### src/rtl/key_scan.sv
// key_scan: debounced reader for active-low push buttons.
//
// Each key runs through its own slice: a two-flop synchronizer, a stability
// counter that accepts a new level only after it has been held unchanged for
// DEBOUNCE_CYCLES synchronized cycles, and a hold counter that emits a single
// long-press pulse LONG_CYCLES cycles after the press is accepted.
//
// Parameters
//   NUM_KEYS         number of independent keys (1..8)
//   DEBOUNCE_CYCLES  consecutive stable cycles needed to accept a level (>= 2)
//   LONG_CYCLES      cycles after key_press before key_long fires (>= 1)
//
// Ports
//   clk          system clock
//   nrst         asynchronous active-low reset
//   key_n        raw key pins, asynchronous, 0 = pressed
//   key_level    debounced level, 1 = pressed
//   key_press    one-cycle pulse when an accepted level goes 0 -> 1
//   key_release  one-cycle pulse when an accepted level goes 1 -> 0
//   key_long     one-cycle pulse, at most once per press, after LONG_CYCLES held
//
// All outputs are registered; nothing reaches an output combinationally from
// key_n. Slices share no state, so simultaneous activity on several keys gives
// simultaneous, independent pulses.

module key_scan #(
  parameter int NUM_KEYS        = 4,
  parameter int DEBOUNCE_CYCLES = 1_000_000,
  parameter int LONG_CYCLES     = 100_000_000
) (
  input  logic                clk,
  input  logic                nrst,
  input  logic [NUM_KEYS-1:0] key_n,
  output logic [NUM_KEYS-1:0] key_level,
  output logic [NUM_KEYS-1:0] key_press,
  output logic [NUM_KEYS-1:0] key_release,
  output logic [NUM_KEYS-1:0] key_long
);

  localparam int DW = $clog2(DEBOUNCE_CYCLES + 1);
  localparam int LW = $clog2(LONG_CYCLES + 1);

  // Last count value before a differing level is accepted.
  localparam logic [DW-1:0] D_LAST = DW'(DEBOUNCE_CYCLES - 1);
  // Hold counter: the step L_LAST -> L_MAX fires key_long, then it saturates.
  localparam logic [LW-1:0] L_LAST = LW'(LONG_CYCLES - 1);
  localparam logic [LW-1:0] L_MAX  = LW'(LONG_CYCLES);

  for (genvar k = 0; k < NUM_KEYS; k++) begin : g_key
    logic          meta_q;     // first synchronizer stage
    logic          stable_q;   // second synchronizer stage, still active-low
    logic          sync;       // synchronized key, 1 = pressed
    logic [DW-1:0] dcnt;       // cycles the synchronized key has differed
    logic          level_q;
    logic          press_q;
    logic          release_q;
    logic [LW-1:0] lcnt;       // cycles held since the press was accepted
    logic          long_q;
    logic          accept;     // new level is accepted at this edge
    logic          release_now;

    // Both stages reset to the released state so a key held through reset is
    // seen as a fresh press once reset lifts.
    always_ff @(posedge clk or negedge nrst) begin
      if (!nrst) begin
        meta_q   <= 1'b1;
        stable_q <= 1'b1;
      end else begin
        meta_q   <= key_n[k];
        stable_q <= meta_q;
      end
    end

    assign sync        = ~stable_q;
    assign accept      = (sync != level_q) && (dcnt == D_LAST);
    assign release_now = accept && !sync;

    // Debounce: any cycle back at the current level throws away the count,
    // so only an unbroken run of DEBOUNCE_CYCLES differing cycles is accepted.
    always_ff @(posedge clk or negedge nrst) begin
      if (!nrst) begin
        dcnt      <= '0;
        level_q   <= 1'b0;
        press_q   <= 1'b0;
        release_q <= 1'b0;
      end else begin
        press_q   <= accept && sync;
        release_q <= release_now;
        if (sync == level_q) begin
          dcnt <= '0;
        end else if (accept) begin
          level_q <= sync;
          dcnt    <= '0;
        end else begin
          dcnt <= dcnt + 1'b1;
        end
      end
    end

    // Long press: the counter is held at zero while released, which covers
    // the press edge itself (level is still 0 there), so counting starts on
    // the cycle after the press and key_long lands exactly LONG_CYCLES later.
    // A release accepted on the same edge suppresses the pulse.
    always_ff @(posedge clk or negedge nrst) begin
      if (!nrst) begin
        lcnt   <= '0;
        long_q <= 1'b0;
      end else begin
        long_q <= level_q && !release_now && (lcnt == L_LAST);
        if (!level_q || release_now) begin
          lcnt <= '0;
        end else if (lcnt < L_MAX) begin
          lcnt <= lcnt + 1'b1;
        end
      end
    end

    assign key_level[k]   = level_q;
    assign key_press[k]   = press_q;
    assign key_release[k] = release_q;
    assign key_long[k]    = long_q;
  end

endmodule

### config.mk
export PLATFORM = sky130hd
export DESIGN_NAME = key_scan
export DESIGN_NICKNAME = d
export VERILOG_FILES = /design/src/rtl/key_scan.sv
export SDC_FILE = /design/constraint.sdc
export NUM_CORES = 1
export LEC_CHECK = 0
export ABC_AREA = 1
export CAP_MARGIN = 20
export CELL_PAD_IN_SITES_DETAIL_PLACEMENT = 1
export CELL_PAD_IN_SITES_GLOBAL_PLACEMENT = 2
export CORE_MARGIN = 1
export CORE_UTILIZATION = 41
export CTS_BUF_LIST = sky130_fd_sc_hd__clkbuf_8
export DETAILED_ROUTE_END_ITERATION = 10
export DONT_BUFFER_PORTS = 1
export PLACE_DENSITY_LB_ADDON = 0.3
export SLEW_MARGIN = 25
export SYNTH_ARGS = -nofsm -noshare
export SYNTH_HDL_FRONTEND = slang
export SYNTH_SLANG_ARGS = --single-unit
### constraint.sdc
create_clock -name clk -period 4.1 [get_ports clk]
set_input_delay 0.82 -clock clk [delete_from_list [all_inputs] [get_ports clk]]
set_output_delay 0.82 -clock clk [all_outputs]
set_load 0.05 [all_outputs]
---- After elaboration in Yosys (flattened, before gate mapping) ----
Index checks and enable logic that the tools add are counted.
word-level totals
  bits in registers ....................... 212
  latch bits .............................. 0
  RAM bits ................................ 0
  bits in read-only memories .............. 0
  output and inout bits ................... 16
  logic and storage cells ................. 124
  memories kept ........................... 0
operators by class
  $add $sub $neg .......................... 8
  multipliers ............................. 0
  divide/modulo/power cells ............... 0
  $lt $le $gt $ge ......................... 4
  equality and inequality tests ........... 16
  shift-type cells ........................ 0
  mux-type cells .......................... 16
  bitwise gates (word level) .............. 8
  reduce and logical (&&, ||, !) cells .... 40
operators with widths
  kind                                                 count
  two-way mux 27 bit                                   8
  two-way mux 20 bit                                   8
  adder 27 x 1 -> 27 bit (second input constant)       4
  == test 27 bit (second input constant)               4
  less-than comparator 27 bit (second input constant)  4
  adder 20 x 1 -> 20 bit (second input constant)       4
  == test 20 bit (second input constant)               4
  logical AND 1 bit                                    20
  zero test 1 bit                                      8
  NOT 1 bit                                            8
  AND reduction 2 bit                                  4
  nonzero test 2 bit                                   4
  == test 1 bit                                        4
  logical OR 1 bit                                     4
  != test 1 bit                                        4

---- Longest topological paths before layout ----
  word-level depth ........................ 7
  depth in mapped cells ................... 11
  mapped depth without buffers ............ 11

---- Worst setup path before layout ----
No wires, ideal clock.
  kind .................................... reg-to-reg
  start point ............................. register g_key[3].stable_q
  end point ............................... register g_key[3].lcnt[9]
  setup time .............................. 0.117 ns
  arrival ................................. 1.540 ns
  slack ................................... 2.444 ns
  cell stages (with the launch flop) ...... 10
  buffers on the path ..................... 1
  cell sequence ........................... dfstp_2 xor2_1 nor2_1 nand3_2 nand2_4 clkinv_2 nand2_4 buf_6 nand2_1 nand2_1
on the way
  word-level cells in the longest chain between the ends .. 6
  elaborated cells between the ends (all ways) .. 7
  those cells by class .................... 1 x eq/ne; 1 x mux; 1 x bitwise; 4 x reduce/logical
RTL lines
  element                                                   line  source
  start: declaration                                        51    logic stable_q;
  start signal: assignment                                  70    stable_q <= meta_q;
  NOT 1 bit                                                 74    assign sync = ~stable_q;
  != test 1 bit                                             75    assign accept = (sync != level_q) && (dcnt == D_LAST);
  logical AND 1 bit                                         75
  logical AND 1 bit (*)                                     76    assign release_now = accept && !sync;
  logical OR 1 bit (*)                                      110   if (!level_q || release_now) begin
  two-way mux 27 bit or nonzero test 2 bit (tied branches)  -
  end signal: assignment                                    113   lcnt <= lcnt + 1'b1;
  end: declaration                                          57    logic [LW-1:0] lcnt;
Every way passes the cells marked *; elsewhere a longest branch is shown, timed or not.
A chain may end at the register's enable or synchronous reset.

---- Final worst setup path ----
  start point ............................. register g_key[0].level_q
  end point ............................... register g_key[0].lcnt[23]
on the way
  word-level cells in the longest chain between the ends .. 5
  elaborated cells between the ends (all ways) .. 7
  those cells by class .................... 1 x eq/ne; 1 x mux; 5 x reduce/logical
RTL lines
  element                                                   line  source
  start: declaration                                        54    logic level_q;
  start signal: assignment                                  92    level_q <= sync;
  != test 1 bit                                             75
  logical AND 1 bit                                         75
  logical AND 1 bit                                         76
  logical OR 1 bit (*)                                      110
  two-way mux 27 bit or nonzero test 2 bit (tied branches)  -
  end signal: assignment                                    113
  end: declaration                                          57
Marked as above.

==> reports/results.tsv <==
stage	metric	value	unit
sta	tns	0	ns
worst_setup_path	cp_max_fo	35	
layout	syn_to_final_growth	7.81	%
logic_synthesis	yosysUniqueCellTypes	37	
clock_tree	clock_latency	0.56	ns
route	remaining_drc_errors	0	
worst_setup_path	crit_top_cell	nand2_1	
logic_synthesis	async_flop_share	100	%
sta	max_slew_margin	51.1	%
worst_setup_path	critPathSlowestCell	dfrtp_1	
power_and_ir_drop	power-per-cell-area	310	nW/um2
layout	utilization	44.9	%
sta	timing.hold.ws	-0.0349	ns
clock_tree	cts_setup_buffers	0	
worst_setup_path	crit_arrival	3.48	ns
worst_setup_path	worstSetupPathType	reg -> reg	
logic_synthesis	synth_edf_count	0	
route	firstDrtPassIters	5	
floorplan	rows	65	
clock_tree	cts-htree-levels	2	
route	ant_nets	0	
sta	finalHoldViolCount	18	
logic_synthesis	synth_seq_cells	212	
route	vias	12200	
worst_setup_path	worstPathRequired	4.58	ns
worst_setup_path	critPathTopFamily	simple AND/OR/NAND/NOR gates	
clock_tree	cts_tree	done	
logic_synthesis	avgSynthCellArea	6.78	um2
worst_setup_path	cp_num_buf_inv	1	
power_and_ir_drop	total_power	0.00439	W
global_route	grt_overflow	0	
sta	rsz0062_at_grt	no	
placement	dp_hpwl	25500	um
clock_tree	cts_resized	0	
placement	io_buffers	0	
global_route	grt_max_degree	213	
worst_setup_path	cp-start-kind	register	
run_status	violations	negative hold slack	
clock_tree	cts_sinks	212	
sta	finalCritPeriodShare	73.1	%
route	via_per_inst	5.16	
global_route	grt_pass1_vias	12700	
logic_synthesis	netlist_area	13100	um2
sta	setup_viol	0	
route	routed_wl	36300	um
power_and_ir_drop	power.leakage	6.50	nW
run	max-cap-violations	0	
clock_tree	root_buffer	clkbuf_8	
worst_setup_path	crit_cells	8	
logic_synthesis	ys_seq_area_share	40.4	%
placement	gp_congestion	0.877	
worst_setup_path	crit_path_max_incr_delay	0.69	ns
floorplan	io_pins	22	
power_and_ir_drop	peakVddDrop	0.262	mV
sta	worst_pin_slew	0.728	ns
layout	drive_above_1_share	5.35	%
route	drt-initial-drc-count	564	
sta	fin_skew	0.0341	ns
global_route	grt_antenna_before_repair	0	
clock_tree	max-clock-path-buffers	3	
floorplan	start_util	41.6	%
worst_hold_path	holdCritPathClass	in -> async	
floorplan	die_x	181	um
logic_synthesis	syn-num-nets	1952	
worst_setup_path	ff2ff_path_depth	8	
clock_tree	cts_buffers	41	
route	avgRoutedWirePerCell	15.3	um
worst_setup_path	cp-end-kind	register	
sta	slew_violations	0	
logic_synthesis	yosys_warnings	0	
clock_tree	clkTransAtPathRegs	0.06	ns
logic_synthesis	yosysTopAreaCellShare	38.8	%
logic_synthesis	synth_area_leader_cell	dfrtp_1	
layout	finalNetCount	1945	
floorplan	die-area	32800	um2
logic_synthesis	synth_ff_type	dfrtp_1	
global_route	track_usage	23.0	%
floorplan	core_area	31600	um2
worst_setup_path	cp_cell_sequence	xor2_1 -> nor2_1 -> nand3_2 -> nand2_2 -> clkinv_2 -> nand2_4 -> nand2_1 -> nand2_1	
global_route	grt_pass1_wl	62800	um
layout	antennaDiodeCount	0	
run_status	status	finished with violations	
logic_synthesis	synthCells	1938	
floorplan	die_y	181	um
sta	fmax	0.334	GHz
logic_synthesis	yosys-top-cells-area	dfrtp_1, nand2_1, nor2_1	
sta	period_needed	3.00	ns
[cell usage in the layout, fill, tap and decap left out, drive strengths merged]
cell	count
nand3	241
nor2	382
or2	2
nor4	4
nand2b	1
a22oi	2
clkinv	13
o21bai	8
xnor2	14
o21ai	16
xor2	59
inv	185
nor3b	7
a21oi	15
ha	8
dfstp	8
nand4	41
nand3b	3
a31oi	7
clkinvlp	1
dfrtp	204
clkbuf	55
bufinv	1
buf	2
a211oi	6
nand2	644
nor3	35
[flip-flops by register name, indices dropped and copies added (netlist names)]
register / count
g_key.dcnt: 80
g_key.lcnt: 108
g_key.level_q: 4
g_key.long_q: 4
g_key.meta_q: 4
g_key.press_q: 4
g_key.release_q: 4
g_key.stable_q: 4
[report_power, final]
part | leakage (nW) | switching [W] | internal [W]
logic | 3.08 | 0.0000296 | 0.0000142
registers | 2.93 | 0.00000941 | 0.00211
clock network | 0.500 | 0.000960 | 0.00126
total | 6.50 | 0.000999 | 0.00339
[cell usage after synthesis, types with 2 or more instances]
| library cell | instances |
|---|---|
| a211oi_1 | 6 |
| a21oi_1 | 15 |
| a22oi_1 | 2 |
| a31oi_1 | 7 |
| buf_2 | 18 |
| buf_4 | 28 |
| buf_6 | 6 |
| clkinv_1 | 2 |
| clkinv_2 | 3 |
| dfrtp_1 | 204 |
| dfstp_2 | 8 |
| ha_1 | 8 |
| inv_1 | 171 |
| inv_2 | 3 |
| nand2_1 | 635 |
| nand2_2 | 4 |
| nand2_4 | 5 |
| nand3_1 | 234 |
| nand3_2 | 7 |
| nand3b_1 | 3 |
| nand4_1 | 41 |
| nor2_1 | 378 |
| nor2_2 | 3 |
| nor3_1 | 33 |
| nor3_2 | 2 |
| nor3b_1 | 7 |
| nor4_1 | 4 |
| o21ai_0 | 15 |
| o21bai_1 | 8 |
| xnor2_1 | 14 |
| xor2_1 | 58 |
[path summary, 6_finish.rpt]
| kind | start | to | slack (ns) |
|---|---|---|---|
| worst max-delay path | g_key[0].level_q$_DFFE_PN0P_ | g_key[0].lcnt[23]$_DFFE_PN0P_ | 1.10 |
| worst min-delay path | nrst | g_key[2].dcnt[10]$_DFF_PN0_ | -0.03 |
| worst max register to register | g_key[0].level_q$_DFFE_PN0P_ | g_key[0].lcnt[23]$_DFFE_PN0P_ | 1.10 |
| worst min register to register | g_key[2].meta_q$_DFF_PN1_ | g_key[2].stable_q$_DFF_PN1_ | 0.34 |
| max in group asynchronous | nrst | g_key[3].meta_q$_DFF_PN1_ | 3.74 |
| min in group clk | key_n[3] | g_key[3].meta_q$_DFF_PN1_ | 0.26 |
[per-layer routing]
layer / vias to the layer above / track usage [%] / wire, um
met4: 0 / 5.69 / 656
met5: - / 0 / 0
met2: 126 / 39.3 / 17100
met3: 50 / 3.23 / 1000
met1: 5928 / 30.5 / 17500
li1: 6101 / - / -
[layout make-up]
class | instances | area (um2)
inverters | 179 | 676
clock inverters | 21 | 119
multi-input cells | 1495 | 6780
flip-flops and latches | 212 | 5320
well taps | 402 | 503
fillers | 4196 | 17400
repair buffers | 2 | 15.0
clock buffers | 55 | 757
[cells by family (layout without fill, tap and decap cells)]
kind of cell / Yosys count / in the layout / share of synthesized area, %
and+or+nand+nor: 1360 / 1360 / 43.5
AOI/OAI and AO/OA: 54 / 54 / 2.43
DFF: 212 / 212 / 40.4
xor gates and xnor gates: 73 / 73 / 4.92
adders and majority gates: 8 / 8 / 0.762
buffers and inverters: 231 / 257 / 7.94
[metrics by stage]
| stage | worst slack, ns | cells | cell area [um2] |
|---|---|---|---|
| 2_1_floorplan | 2.44 | 1938 | 13100 |
| 3_3_place_gp | 1.23 | 2290 | 13300 |
| 5_1_grt | 0.855 | 2366 | 14200 |
| 3_5_place_dp | 1.11 | 2290 | 13300 |
| 4_1_cts | 1.08 | 2366 | 14200 |
| 6_report | 1.10 | 2366 | 14200 |
Note: power is estimated with default switching activity, not from simulation.
